==> src/rtl/rr_arb_pkg.sv <==
// Shared types and helpers for the parametrised round-robin arbiter.
// Holds the FSM encoding, a minimum-1 clog2 and a one-hot bit encoder.
package rr_arb_pkg;

  typedef enum logic {
    IDLE  = 1'b0,
    GRANT = 1'b1
  } state_t;

  // Index width for n items, never narrower than one bit.
  function automatic int clog2_min1(input int n);
    int r;
    r = 0;
    for (int i = 0; i < 31; i++) begin
      if ((1 << i) < n) r = i + 1;
    end
    return (r < 1) ? 1 : r;
  endfunction

  // Bit `pos` of the one-hot encoding of `idx`.
  function automatic logic onehot_bit(input int idx, input int pos);
    return idx == pos;
  endfunction

endpackage

==> src/rtl/rr_arbiter_param_pick.sv <==
// Combinational round-robin picker: searches last+1, last+2, ... wrapping,
// ending at last, via rotate, lowest-set-bit encode, then unrotate.
module rr_pick #(
  parameter int N  = 3,
  parameter int IW = 2
) (
  input  logic [N-1:0]  req,
  input  logic [IW-1:0] last,
  output logic [IW-1:0] pick,
  output logic          valid
);

  logic [N-1:0] w_rot;
  int           w_enc;

  always_comb begin
    w_rot = N'({req, req} >> (int'(last) + 1));
    valid = |req;
    w_enc = 0;
    for (int i = N - 1; i >= 0; i--) begin
      if (w_rot[i]) w_enc = i;
    end
    pick = IW'((int'(last) + 1 + w_enc) % N);
  end

endmodule

==> src/rtl/rr_arbiter_param.sv <==
// Round-robin arbiter for N_MST masters onto N_SLV slaves with registered
// grant/select, latched slave id, hold watchdog, abandon release and decode error.
module rr_arbiter_param
  import rr_arb_pkg::*;
#(
  parameter int N_MST    = 3,
  parameter int N_SLV    = 2,
  parameter int SID_W    = 1,
  parameter int MAX_HOLD = 16,
  parameter int CNT_W    = 8
) (
  input  logic                              clk,
  input  logic                              rst,
  input  logic [N_MST-1:0]                  req,
  input  logic [N_MST*SID_W-1:0]            slave_id,
  input  logic                              ack,
  output logic [N_MST-1:0]                  gnt,
  output logic [N_SLV-1:0]                  sel,
  output logic [clog2_min1(N_MST)-1:0]      owner,
  output logic                              busy,
  output logic                              timeout,
  output logic                              decerr,
  output state_t                            dbg_state
);

  localparam int OW = clog2_min1(N_MST);

  // Handshake: a master holds req high; it owns the bus while its gnt bit is
  // set; the slave raises ack during the transfer and its fall ends the grant.
  state_t             r_state, w_state_n;
  logic [N_MST-1:0]   r_gnt, w_gnt_n;
  logic [N_SLV-1:0]   r_sel, w_sel_n;
  logic [OW-1:0]      r_owner, w_owner_n, r_last, w_last_n;
  logic [OW-1:0]      w_pick_last, w_pick;
  logic               r_busy, w_busy_n, r_timeout, w_timeout_n, r_decerr, w_decerr_n;
  logic               r_ack, w_valid, w_done, w_wd, w_abandon, w_release, w_do_grant;
  logic [CNT_W-1:0]   r_hold, w_hold_n;
  logic [SID_W-1:0]   r_sid, w_sid_n, w_pick_sid;

  // While granted, the next search starts after the current owner.
  assign w_pick_last = (r_state == GRANT) ? r_owner : r_last;

  rr_pick #(.N(N_MST), .IW(OW)) u_pick (
    .req   (req),
    .last  (w_pick_last),
    .pick  (w_pick),
    .valid (w_valid)
  );

  assign w_pick_sid = slave_id[int'(w_pick)*SID_W +: SID_W];
  assign w_done     = r_ack & ~ack;
  assign w_wd       = (MAX_HOLD != 0) && (r_hold == CNT_W'(MAX_HOLD - 1));
  assign w_abandon  = ~req[r_owner] & ~ack & ~r_ack;
  assign w_release  = (r_state == GRANT) & (w_done | w_wd | w_abandon);

  always_comb begin
    w_state_n   = r_state;
    w_gnt_n     = r_gnt;
    w_sel_n     = r_sel;
    w_owner_n   = r_owner;
    w_busy_n    = r_busy;
    w_timeout_n = 1'b0;
    w_decerr_n  = 1'b0;
    w_hold_n    = r_hold;
    w_last_n    = r_last;
    w_sid_n     = r_sid;
    w_do_grant  = 1'b0;
    case (r_state)
      IDLE: begin
        if (w_valid) w_do_grant = 1'b1;
      end
      GRANT: begin
        if (w_release) begin
          w_last_n    = r_owner;
          w_hold_n    = '0;
          w_timeout_n = w_wd & ~w_done;
          if (w_valid) begin
            w_do_grant = 1'b1;
          end else begin
            w_state_n = IDLE;
            w_gnt_n   = '0;
            w_sel_n   = '0;
            w_owner_n = '0;
            w_busy_n  = 1'b0;
          end
        end else if (r_hold != {CNT_W{1'b1}}) begin
          w_hold_n = r_hold + 1'b1;
        end
      end
      default: w_state_n = IDLE;
    endcase
    // Fresh grant from idle or back-to-back regrant on release.
    if (w_do_grant) begin
      w_state_n  = GRANT;
      w_owner_n  = w_pick;
      w_busy_n   = 1'b1;
      w_hold_n   = '0;
      w_sid_n    = w_pick_sid;
      w_decerr_n = int'(w_pick_sid) >= N_SLV;
      for (int i = 0; i < N_MST; i++) w_gnt_n[i] = onehot_bit(int'(w_pick), i);
      for (int j = 0; j < N_SLV; j++) w_sel_n[j] = onehot_bit(int'(w_pick_sid), j);
    end
  end

  always_ff @(posedge clk) begin
    if (!rst) begin
      r_state   <= IDLE;
      r_gnt     <= '0;
      r_sel     <= '0;
      r_owner   <= '0;
      r_busy    <= 1'b0;
      r_timeout <= 1'b0;
      r_decerr  <= 1'b0;
      r_ack     <= 1'b0;
      r_hold    <= '0;
      r_last    <= OW'(N_MST - 1);
      r_sid     <= '0;
    end else begin
      r_state   <= w_state_n;
      r_gnt     <= w_gnt_n;
      r_sel     <= w_sel_n;
      r_owner   <= w_owner_n;
      r_busy    <= w_busy_n;
      r_timeout <= w_timeout_n;
      r_decerr  <= w_decerr_n;
      r_ack     <= ack;
      r_hold    <= w_hold_n;
      r_last    <= w_last_n;
      r_sid     <= w_sid_n;
    end
  end

  assign gnt       = r_gnt;
  assign sel       = r_sel;
  assign owner     = r_owner;
  assign busy      = r_busy;
  assign timeout   = r_timeout;
  assign decerr    = r_decerr;
  assign dbg_state = r_state;

endmodule
==> config.mk <==
export PLATFORM = sky130hd
export DESIGN_NAME = rr_arbiter_param
export DESIGN_NICKNAME = d
export VERILOG_FILES = /design/src/rtl/rr_arb_pkg.sv /design/src/rtl/rr_arbiter_param_pick.sv /design/src/rtl/rr_arbiter_param.sv
export SDC_FILE = /design/constraint.sdc
export NUM_CORES = 1
export LEC_CHECK = 0
export BUFFER_PORTS_ARGS = -buffer_cell sky130_fd_sc_hd__buf_2
export CELL_PAD_IN_SITES_DETAIL_PLACEMENT = 2
export CELL_PAD_IN_SITES_GLOBAL_PLACEMENT = 2
export CORE_ASPECT_RATIO = 0.9
export CORE_MARGIN = 1
export CORE_UTILIZATION = 34
export DETAILED_ROUTE_END_ITERATION = 6
export PLACE_DENSITY_LB_ADDON = 0.25
export SLEW_MARGIN = 20
export SYNTH_ARGS = -nofsm -noshare
export SYNTH_HDL_FRONTEND = slang
export SYNTH_SLANG_ARGS = --single-unit
==> constraint.sdc <==
create_clock -name clk -period 5.5 [get_ports clk]
set_input_delay 1.1 -clock clk [delete_from_list [all_inputs] [get_ports clk]]
set_output_delay 1.1 -clock clk [all_outputs]
set_load 0.03 [all_outputs]
* Yosys cells after proc, flatten, opt, wreduce, memory -nomap -nowiden
Index checks and enable logic that the tools add are counted.
Storage, ports and cells: word-level logic and storage cells 72, bits in registers 21, output and inout bits 11, bits of input ports 9
Operators by class: reductions and logical operators 10, $lt $le $gt $ge 1, shift-type cells 2, bitwise logic cells 14, equality and inequality tests 5, divide/modulo/power cells 1, $add $sub $neg 3, mux-type cells 27
Operator list (count):
- adder 32 x 3 -> 32 bit | 1
- modulo 32 x 3 -> 32 bit, second input constant | 1
- two-way mux 2 bit | 9
- two-way mux 8 bit | 2
- two-way mux 3 bit | 4
- two-way mux 1 bit | 10
- adder 8 x 1 -> 8 bit, second input constant | 1
- == test 8 x 4 -> 1 bit, second input constant | 1
- inequality test 8 bit, second input constant | 1
- NOT 1 bit | 7
- AND reduction 3 bit | 2
- nonzero test 2 bit | 3
- right shift 6 x 3 -> 3 bit | 1
- AND 1 bit | 5
- == test 2 bit, second input constant | 2
- AND reduction 2 bit | 2
- adder 2 x 1 -> 3 bit, second input constant | 1
- less-than comparator 2 x 3 -> 1 bit, second input constant | 1
- OR reduction 3 bit | 1
- variable part select 3 x 3 -> 1 bit | 1
- binary-select mux 1 bit (select 2 bit) | 1
- logical NOT 2 bit | 1
- inequality test 2 bit, second input constant | 1
- OR 1 bit | 2
- other kinds (2) | 2

* Longest topological paths before layout
Gate-level depths: netlist (run 1).
word-level depth 11, depth in mapped cells 24, depth with buffers taken out 22

* Hierarchy
Synthesis (run 1) repeated with hierarchy kept, for this count alone.
Second synthesis, totals: cells, all modules 160, area, all modules 1377.6 um2
By module, submodules not included:
- rr_arbiter_param | seq. area each 420.4 um2, area an instance 1037.2 um2, cells an instance 113, instances 1
- rr_pick | seq. area each 0.0 um2, area an instance 340.3 um2, cells an instance 47, instances 1

* Worst setup path before layout (run 1)
OpenSTA, ideal clock, no wires.
path kind input -> register, start input port req[2], end register r_gnt[2] (netlist: gnt[2]), data arrival time 4598 ps, path slack 780 ps, library setup time 122 ps, data required time 5378 ps, cell stages on the path 21, path buffers 1, path through nor3_1 > a32oi_1 > nand2_1 > ha_1 > inv_1 > fa_1 > buf_2 > nand3_1 > o21ai_0 > ha_1 > ha_1 > a21oi_1 > nand2b_1 > nand2_1 > ha_1 > nor4b_2 > nand4_1 > o221ai_2 > nor2_2 > and4_4 > a221o_1
On the way: cells in the longest elaborated chain, start to end 11, elaborated cells between the ends (all ways) 23, those cells by class 1 x add/sub; 1 x div; 2 x eq/ne; 1 x shift; 9 x mux; 5 x bitwise; 4 x reduce/logical
Ends and longest elaborated chain:
- start: declaration | RTL line rr_arbiter_param.sv:14 | input logic [N_MST-1:0] req,
- branches (longest 11 deep; another with adder 32 x 3 -> 32 bit)
- end signal: assignment | RTL line rr_arbiter_param.sv:120 | r_gnt <= w_gnt_n;
- end: declaration | RTL line rr_arbiter_param.sv:31 | logic [N_MST-1:0] r_gnt, w_gnt_n;
Several ways; the timed one is not identified. The select of a mux whose other input is x is not followed. A chain may end at the register's enable or synchronous reset.

* Worst setup path after layout (run 1)
Ends and elaborated chain as after synthesis.

==> run summary, run 1 <==
=================================================================================
Via Count ..........................................................         1394
Post-route non-filler standard cell count ..........................          255
Hold worst-path end ................................................ sel[1]$_SDFFE_PN0P_
Source-to-sink clock delay at the later pin of the worst-skew pair .      0.26 ns
Total power after layout ...........................................     0.756 mW
Largest buffer count on any clock path .............................            2
Ratio of routed vias to standard cells .............................         5.47
Initial cell density of the core ...................................        0.362
Maximum clock frequency ............................................      196 MHz
Worst vdd rail ir drop .............................................   0.000188 V
Top_reg_cell synth ................................................. sky130_fd_sc_hd__dfxtp_1
Crit path launch type .............................................. primary input
Number of global-route vias before repair ..........................         1478
PostCTS Resize Cnt .................................................            0
DIE AREA ...........................................................     4690 µm²
Fraction of layout cells with a size suffix above 1 ................        0.205
Maximum level of the CTS H-tree ....................................            1
Class of the most critical hold timing path ........................   reg -> reg
Worst flop-to-flop path endpoint ................................... gnt[2]$_SDFFE_PN0P_
Pin count of the biggest net entering global routing ...............           13
Post-synthesis sequential area ratio ...............................        0.280
Post-synthesis net count ...........................................          195
Reg2reg setup slack ................................................      0.49 ns
CP Data Arrival Time ...............................................      5.27 ns
Final period utilization ...........................................        0.930
DP HPWL ............................................................      3330 µm
Required time at the endpoint of the critical path .................      5.66 ns
Core box area ......................................................     4160 µm²
Horizontal die dimension ...........................................      72.1 µm
TritonCTS clock tree ...............................................          yes
Synthesis-stage register bit count .................................           21
Kind of critical path ..............................................    in -> reg
Hold Path Stages ...................................................            2
Wire length of the first global-routing pass .......................      7160 µm
Max capacitance violation total ....................................            0
Async set-reset flop share out of synthesis ........................            0
Number of antenna violations at the first check in global routing ..            0
Fillcell total .....................................................          477
Post-detailed-route wirelength per cell ............................      16.6 µm
Sinks on Clock Net .................................................           21
Hold violation total from the final report .........................            0
Cell Rows ..........................................................           22
DRC ................................................................            0
Hold path start .................................................... sel[1]$_SDFFE_PN0P_
Most common library cell in the layout ignoring fill and taps ...... sky130_fd_sc_hd__dfxtp_1
Worst R2R Start .................................................... dbg_state$_SDFF_PN0_
Number of standard cells after synthesis ...........................          177
Post-synth EDFFs ...................................................            0
I/O pin cnt ........................................................           20
Total global routing track utilization .............................        0.194
Clock buffer count from CTS ........................................            3
RSZ-0062 raised after global routing ...............................        false
Maximum net fanout on the critical path ............................            8
Leading cell types in the layout, fill and taps excluded ........... sky130_fd_sc_hd__dfxtp_1, sky130_fd_sc_hd__nor2_1, sky130_fd_sc_hd__buf_2, sky130_fd_sc_hd__nand2_1, sky130_fd_sc_hd__inv_1
Starting DRC count in detailed routing .............................           33
Antenna cells ......................................................            0
Die outline height .................................................      65.1 µm
Mean instance size in the synthesized netlist ......................     8.49 µm²
DRT Pass-1 Iters ...................................................            4
Max-slew headroom ..................................................        0.588
Transition time at the pin with the least slew margin ..............     0.617 ns
Cell area after synthesis ..........................................     1500 µm²
Post-CTS Setup Repair Bufs .........................................            0
Worst clock skew ...................................................   0.00639 ns
Count of distinct cell types in the synthesized netlist ............           53
Synth Warn # .......................................................            0
Layout overhead on the synthesized area ............................        12.2%
Total of buffers placed on input and output ports ..................           18
Placer congestion estimate .........................................        0.804
Clock-pin slew on the worst setup and hold paths ...................      0.08 ns
Endpoints failing setup ............................................            0
Remaining global-route overflow ....................................            0
Leak Pwr ...........................................................     0.693 nW
Clock Root Buffer .................................................. sky130_fd_sc_hd__clkbuf_8
Total of hold buffers inserted after clock tree synthesis ..........            0
P per Cell Area ....................................................   449 nW/µm²
Total placed cells including tap cells .............................          251
Wire length reported by the detailed router ........................      4240 µm
Worst setup EP type ................................................    flip-flop
Min Tclk post-route ................................................      5.11 ns
Number of nets still failing antenna checks after routing ..........            0
Nets@finish ........................................................          214
Final slew viol count ..............................................            0
Outcome ............................................................ finished clean
Worst Reg2Reg Path Length in Cells .................................           21
=================================================================================
==> cell type report <==
type	instances	area, µm²	share of cell area
timing repair buffer	19	97.6	0.0579
clock buffer	3	41.3	0.0245
sequential	21	420	0.249
multi-input combinational	142	1010	0.601
clock inverter	1	5.00	0.00297
tap	60	75.1	0.0445
inverter	9	33.8	0.0200
==> how the worst max path moves through the flow <==
stage / from / endpoint / slack, ns
after detailed placement: req[2] / gnt[2]$_SDFFE_PN0P_ / -0.04
after global routing: req[2] / gnt[2]$_SDFFE_PN0P_ / 0.03
after floorplan: req[2] / gnt[2]$_SDFFE_PN0P_ / 0.78
final: req[2] / gnt[2]$_SDFFE_PN0P_ / 0.39
after global placement: req[2] / gnt[2]$_SDFFE_PN0P_ / 0.24
after CTS: req[2] / gnt[2]$_SDFFE_PN0P_ / 0.25
==> power by group <==
| group | total [mW] | switching (mW) | internal (mW) |
|---|---|---|---|
| combinational | 0.465 | 0.291 | 0.174 |
| sequential | 0.188 | 0.0161 | 0.172 |
| clock | 0.103 | 0.0529 | 0.0506 |
==> registers in the layout, indices dropped and copies added, names as in the netlist <==
name,flops
timeout,1
r_hold,8
sel,2
r_ack,1
r_last,2
dbg_state,1
busy,1
gnt,3
owner,2
==> cell families (layout without fill, tap and decap cells) <==
logic type,count (synthesis),after routing,share of synthesized area
and+or+nand+nor,80,80,0.306
AOI/OAI and AO/OA,38,38,0.196
DFF,21,21,0.280
buffers and inverters,14,32,0.0483
adders and majority gates,9,9,0.0799
xor gates and xnor gates,7,7,0.0408
muxes,7,7,0.0475
other,1,1,0.00250
==> Yosys cell counts (3+ instances only) <==
| master | instances | area (µm²) |
|---|---|---|
| sky130_fd_sc_hd__nor2_1 | 20 | 75.1 |
| sky130_fd_sc_hd__nor4_1 | 3 | 18.8 |
| sky130_fd_sc_hd__nand3_1 | 7 | 35.0 |
| sky130_fd_sc_hd__nor3_1 | 4 | 20.0 |
| sky130_fd_sc_hd__mux2i_1 | 6 | 60.1 |
| sky130_fd_sc_hd__xnor2_1 | 7 | 61.3 |
| sky130_fd_sc_hd__dfxtp_1 | 21 | 420 |
| sky130_fd_sc_hd__and3_1 | 3 | 18.8 |
| sky130_fd_sc_hd__inv_1 | 9 | 33.8 |
| sky130_fd_sc_hd__nor2b_1 | 4 | 25.0 |
| sky130_fd_sc_hd__a21oi_1 | 6 | 30.0 |
| sky130_fd_sc_hd__nand2_1 | 16 | 60.1 |
| sky130_fd_sc_hd__a221o_1 | 4 | 40.0 |
| sky130_fd_sc_hd__o21ai_0 | 7 | 35.0 |
| sky130_fd_sc_hd__nand2b_1 | 3 | 18.8 |
| sky130_fd_sc_hd__ha_1 | 8 | 100 |
==> routing by layer <==
| metal | global-route usage | vias up | share of wire |
|---|---|---|---|
| met4 | 0.0221 | 0 | 0.0026 |
| met1 | 0.258 | 685 | 0.51 |
| li1 | - | 684 | - |
| met2 | 0.332 | 23 | 0.47 |
| met3 | 0.0373 | 2 | 0.025 |
| met5 | 0 | - | 0 |
==> worst max-delay path: stages <==
cell and delay [ns]:
sky130_fd_sc_hd__buf_2 0.14, sky130_fd_sc_hd__nor3_1 0.28, sky130_fd_sc_hd__a32oi_1 0.09, sky130_fd_sc_hd__nand2_1 0.10, sky130_fd_sc_hd__ha_1 0.19, sky130_fd_sc_hd__inv_1 0.07, sky130_fd_sc_hd__fa_2 0.59, sky130_fd_sc_hd__inv_1 0.10
sky130_fd_sc_hd__ha_1 0.26, sky130_fd_sc_hd__ha_1 0.27, sky130_fd_sc_hd__a21oi_1 0.20, sky130_fd_sc_hd__nand2b_1 0.16, sky130_fd_sc_hd__nand2_1 0.12, sky130_fd_sc_hd__ha_1 0.24, sky130_fd_sc_hd__nor4b_2 0.36, sky130_fd_sc_hd__mux2i_1 0.16
sky130_fd_sc_hd__o221ai_2 0.25, sky130_fd_sc_hd__nor2_2 0.14, sky130_fd_sc_hd__and4_4 0.21, sky130_fd_sc_hd__a221o_1 0.25
==> per-stage QoR <==
step / hold WS, ns / setup TNS [ns] / cell area [µm²] / setup WS, ns / util
6_report: 0.479 / 0 / 1690 / 0.386 / 0.405
2_1_floorplan: 0.479 / 0 / 1500 / 0.780 / -
4_1_cts: 0.488 / 0 / 1680 / 0.246 / 0.405
3_3_place_gp: 0.458 / 0 / 1640 / 0.237 / 0.394
5_1_grt: 0.521 / 0 / 1690 / 0.0262 / 0.405
3_5_place_dp: 0.462 / -0.0475 / 1640 / -0.0377 / 0.394
(Power assumes the default switching activity.)
==> run 2: changes to the inputs <==
--- a/config.mk
+++ b/config.mk
@@ -5,12 +5,13 @@
 export SDC_FILE = /design/constraint.sdc
 export NUM_CORES = 1
 export LEC_CHECK = 0
+export ABC_AREA = 1
 export BUFFER_PORTS_ARGS = -buffer_cell sky130_fd_sc_hd__buf_2
 export CELL_PAD_IN_SITES_DETAIL_PLACEMENT = 2
 export CELL_PAD_IN_SITES_GLOBAL_PLACEMENT = 2
 export CORE_ASPECT_RATIO = 0.9
 export CORE_MARGIN = 1
-export CORE_UTILIZATION = 34
+export CORE_UTILIZATION = 31
 export DETAILED_ROUTE_END_ITERATION = 6
 export PLACE_DENSITY_LB_ADDON = 0.25
 export SLEW_MARGIN = 20
==> run summary, run 2 <==
=================================================================================
Final slew viol count ..............................................            0
Pin count of the biggest net entering global routing ...............           12
CP max stage delay .................................................      0.41 ns
Max capacitance violation total ....................................            0
DIE AREA ...........................................................     5040 µm²
Total global routing track utilization .............................        0.168
Synthesis-stage register bit count .................................           21
Cell taking the most area after synthesis .......................... sky130_fd_sc_hd__dfxtp_1
I/O pin cnt ........................................................           20
Synth area leaders ................................................. sky130_fd_sc_hd__dfxtp_1, sky130_fd_sc_hd__nand2_1, sky130_fd_sc_hd__inv_1, sky130_fd_sc_hd__ha_1, sky130_fd_sc_hd__nand3_1
Fraction of layout cells with a size suffix above 1 ................        0.216
DRT Pass-1 Iters ...................................................            4
Worst clock skew ...................................................   0.00544 ns
Outcome ............................................................ finished clean
Sinks on Clock Net .................................................           21
Antenna cells ......................................................            0
Post-synth top cells ............................................... sky130_fd_sc_hd__nand2_1, sky130_fd_sc_hd__inv_1, sky130_fd_sc_hd__dfxtp_1
Post-synthesis sequential area ratio ...............................        0.285
Number of antenna violations at the first check in global routing ..            0
Wire length reported by the detailed router ........................      3810 µm
Min Tclk post-route ................................................      4.40 ns
Maximum clock frequency ............................................      227 MHz
Clock buffer count from CTS ........................................            3
Hold Slack .........................................................     0.454 ns
Core box area ......................................................     4520 µm²
Nets@finish ........................................................          255
Number of nets still failing antenna checks after routing ..........            0
Dominant cell by count in the synthesized netlist .................. sky130_fd_sc_hd__nand2_1
Leading cell types in the layout, fill and taps excluded ........... sky130_fd_sc_hd__nand2_1, sky130_fd_sc_hd__inv_1, sky130_fd_sc_hd__dfxtp_1, sky130_fd_sc_hd__buf_2
Via Count ..........................................................         1399
Clock-pin slew on the worst setup and hold paths ...................      0.07 ns
Kind of critical path ..............................................    in -> reg
P per Cell Area ....................................................   445 nW/µm²
Required time at the endpoint of the critical path .................      5.66 ns
Maximum level of the CTS H-tree ....................................            1
Post-synth top area share ..........................................        0.285
Post-CTS Setup Repair Bufs .........................................            0
PostCTS Resize Cnt .................................................            0
Number of global-route vias before repair ..........................         1423
Total of buffers placed on input and output ports ..................           18
Leak Pwr ...........................................................     0.831 nW
Hold violation total from the final report .........................            0
Final period utilization ...........................................        0.800
Pre-CTS WS .........................................................     0.778 ns
Number of standard cells after synthesis ...........................          215
Horizontal die dimension ...........................................      74.7 µm
Final Worst Setup Slack ............................................      1.10 ns
Post-synth EDFFs ...................................................            0
RSZ-0062 raised after global routing ...............................        false
Async set-reset flop share out of synthesis ........................            0
Initial cell density of the core ...................................        0.327
Class of the most critical hold timing path ........................   reg -> reg
Worst setup EP type ................................................    flip-flop
Total of hold buffers inserted after clock tree synthesis ..........            0
Placer congestion estimate .........................................        0.734
Post-synthesis net count ...........................................          233
Most common library cell in the layout ignoring fill and taps ...... sky130_fd_sc_hd__nand2_1
Endpoints failing setup ............................................            0
Max FFs per register ...............................................            8
Total placed cells including tap cells .............................          294
Total negative setup slack .........................................         0 ns
TritonCTS clock tree ...............................................          yes
CP Data Arrival Time ...............................................      4.56 ns
Layout overhead on the synthesized area ............................        13.9%
Cell mode on critical path ......................................... sky130_fd_sc_hd__nand2_1
Ratio of routed vias to standard cells .............................         4.69
Cell area after layout .............................................     1680 µm²
Remaining global-route overflow ....................................            0
Post-detailed-route wirelength per cell ............................      12.8 µm
Cell Rows ..........................................................           23
Mean instance size in the synthesized netlist ......................     6.86 µm²
Die outline height .................................................      67.4 µm
DRC ................................................................            0
Clock Root Buffer .................................................. sky130_fd_sc_hd__clkbuf_8
Cell with the biggest individual delay on the critical path ........ sky130_fd_sc_hd__fa_1
Synth Warn # .......................................................            0
Top_reg_cell synth ................................................. sky130_fd_sc_hd__dfxtp_1
Worst vdd rail ir drop .............................................   0.000247 V
DP HPWL ............................................................      3210 µm
Starting DRC count in detailed routing .............................           22
Register with the most flip-flops ..................................       r_hold
Wire length of the first global-routing pass .......................      6400 µm
Area of placed instances ...........................................     1640 µm²
Cell area after synthesis ..........................................     1480 µm²
Largest buffer count on any clock path .............................            2
Core Util, Final ...................................................        0.372
Count of distinct cell types in the synthesized netlist ............           31
Total power after layout ...........................................     0.748 mW
Crit path launch type .............................................. primary input
Post-route non-filler standard cell count ..........................          298
Source-to-sink clock delay at the later pin of the worst-skew pair .      0.26 ns
Maximum net fanout on the critical path ............................            4
=================================================================================
## run 2: worst max-delay path, delay by kind of cell
kind                       cells  cell delay (ns)
adders and majority gates      5             1.16
and+or+nand+nor               14             1.15
AOI/OAI and AO/OA              3             0.57
buffers and inverters          8             0.57
## run 2: cell type report
type | count | area (µm²)
clock buffers | 4 | 45.0
fillers | 582 | 2840
inverters | 41 | 156
multi-input cells | 152 | 891
flip-flops and latches | 21 | 420
well taps | 62 | 77.6
repair buffers | 18 | 90.1
## run 2: path summary, 6_finish.rpt
check | cells past startpoint | from | slack [ns] | end
worst min register to register | 2 | sel[0]$_SDFFE_PN0P_ | 0.45 | sel[0]$_SDFFE_PN0P_
worst max-delay path | 30 | req[0] | 1.10 | sel[0]$_SDFFE_PN0P_
worst min-delay path | 2 | sel[0]$_SDFFE_PN0P_ | 0.45 | sel[0]$_SDFFE_PN0P_
worst max register to register | 31 | dbg_state$_SDFF_PN0_ | 1.22 | sel[0]$_SDFFE_PN0P_
## run 2: cell families (layout without fill, tap and decap cells)
group           Yosys count  count (layout)  synth area share
xor+xnor                  3               3            0.0178
simple gates            110             110             0.377
fa+ha+maj                 9               9            0.0814
other cells               1               1           0.00254
compound gates           29              29             0.125
flops                    21              21             0.285
buf+inv                  42              63             0.111
## run 2: layer usage
metal,share of wire,vias to the layer above,track usage
met2,0.44,25,0.282
met5,0,-,0
met3,0.040,4,0.0373
met1,0.51,647,0.223
met4,0.0045,0,0.0283
li1,-,723,-
## run 2: power by group
| group | switching, mW | leakage [nW] | total (mW) | internal [mW] |
|---|---|---|---|---|
| sequential | 0.0155 | 0.172 | 0.189 | 0.173 |
| combinational | 0.311 | 0.637 | 0.457 | 0.146 |
| clock | 0.0505 | 0.0228 | 0.102 | 0.0517 |
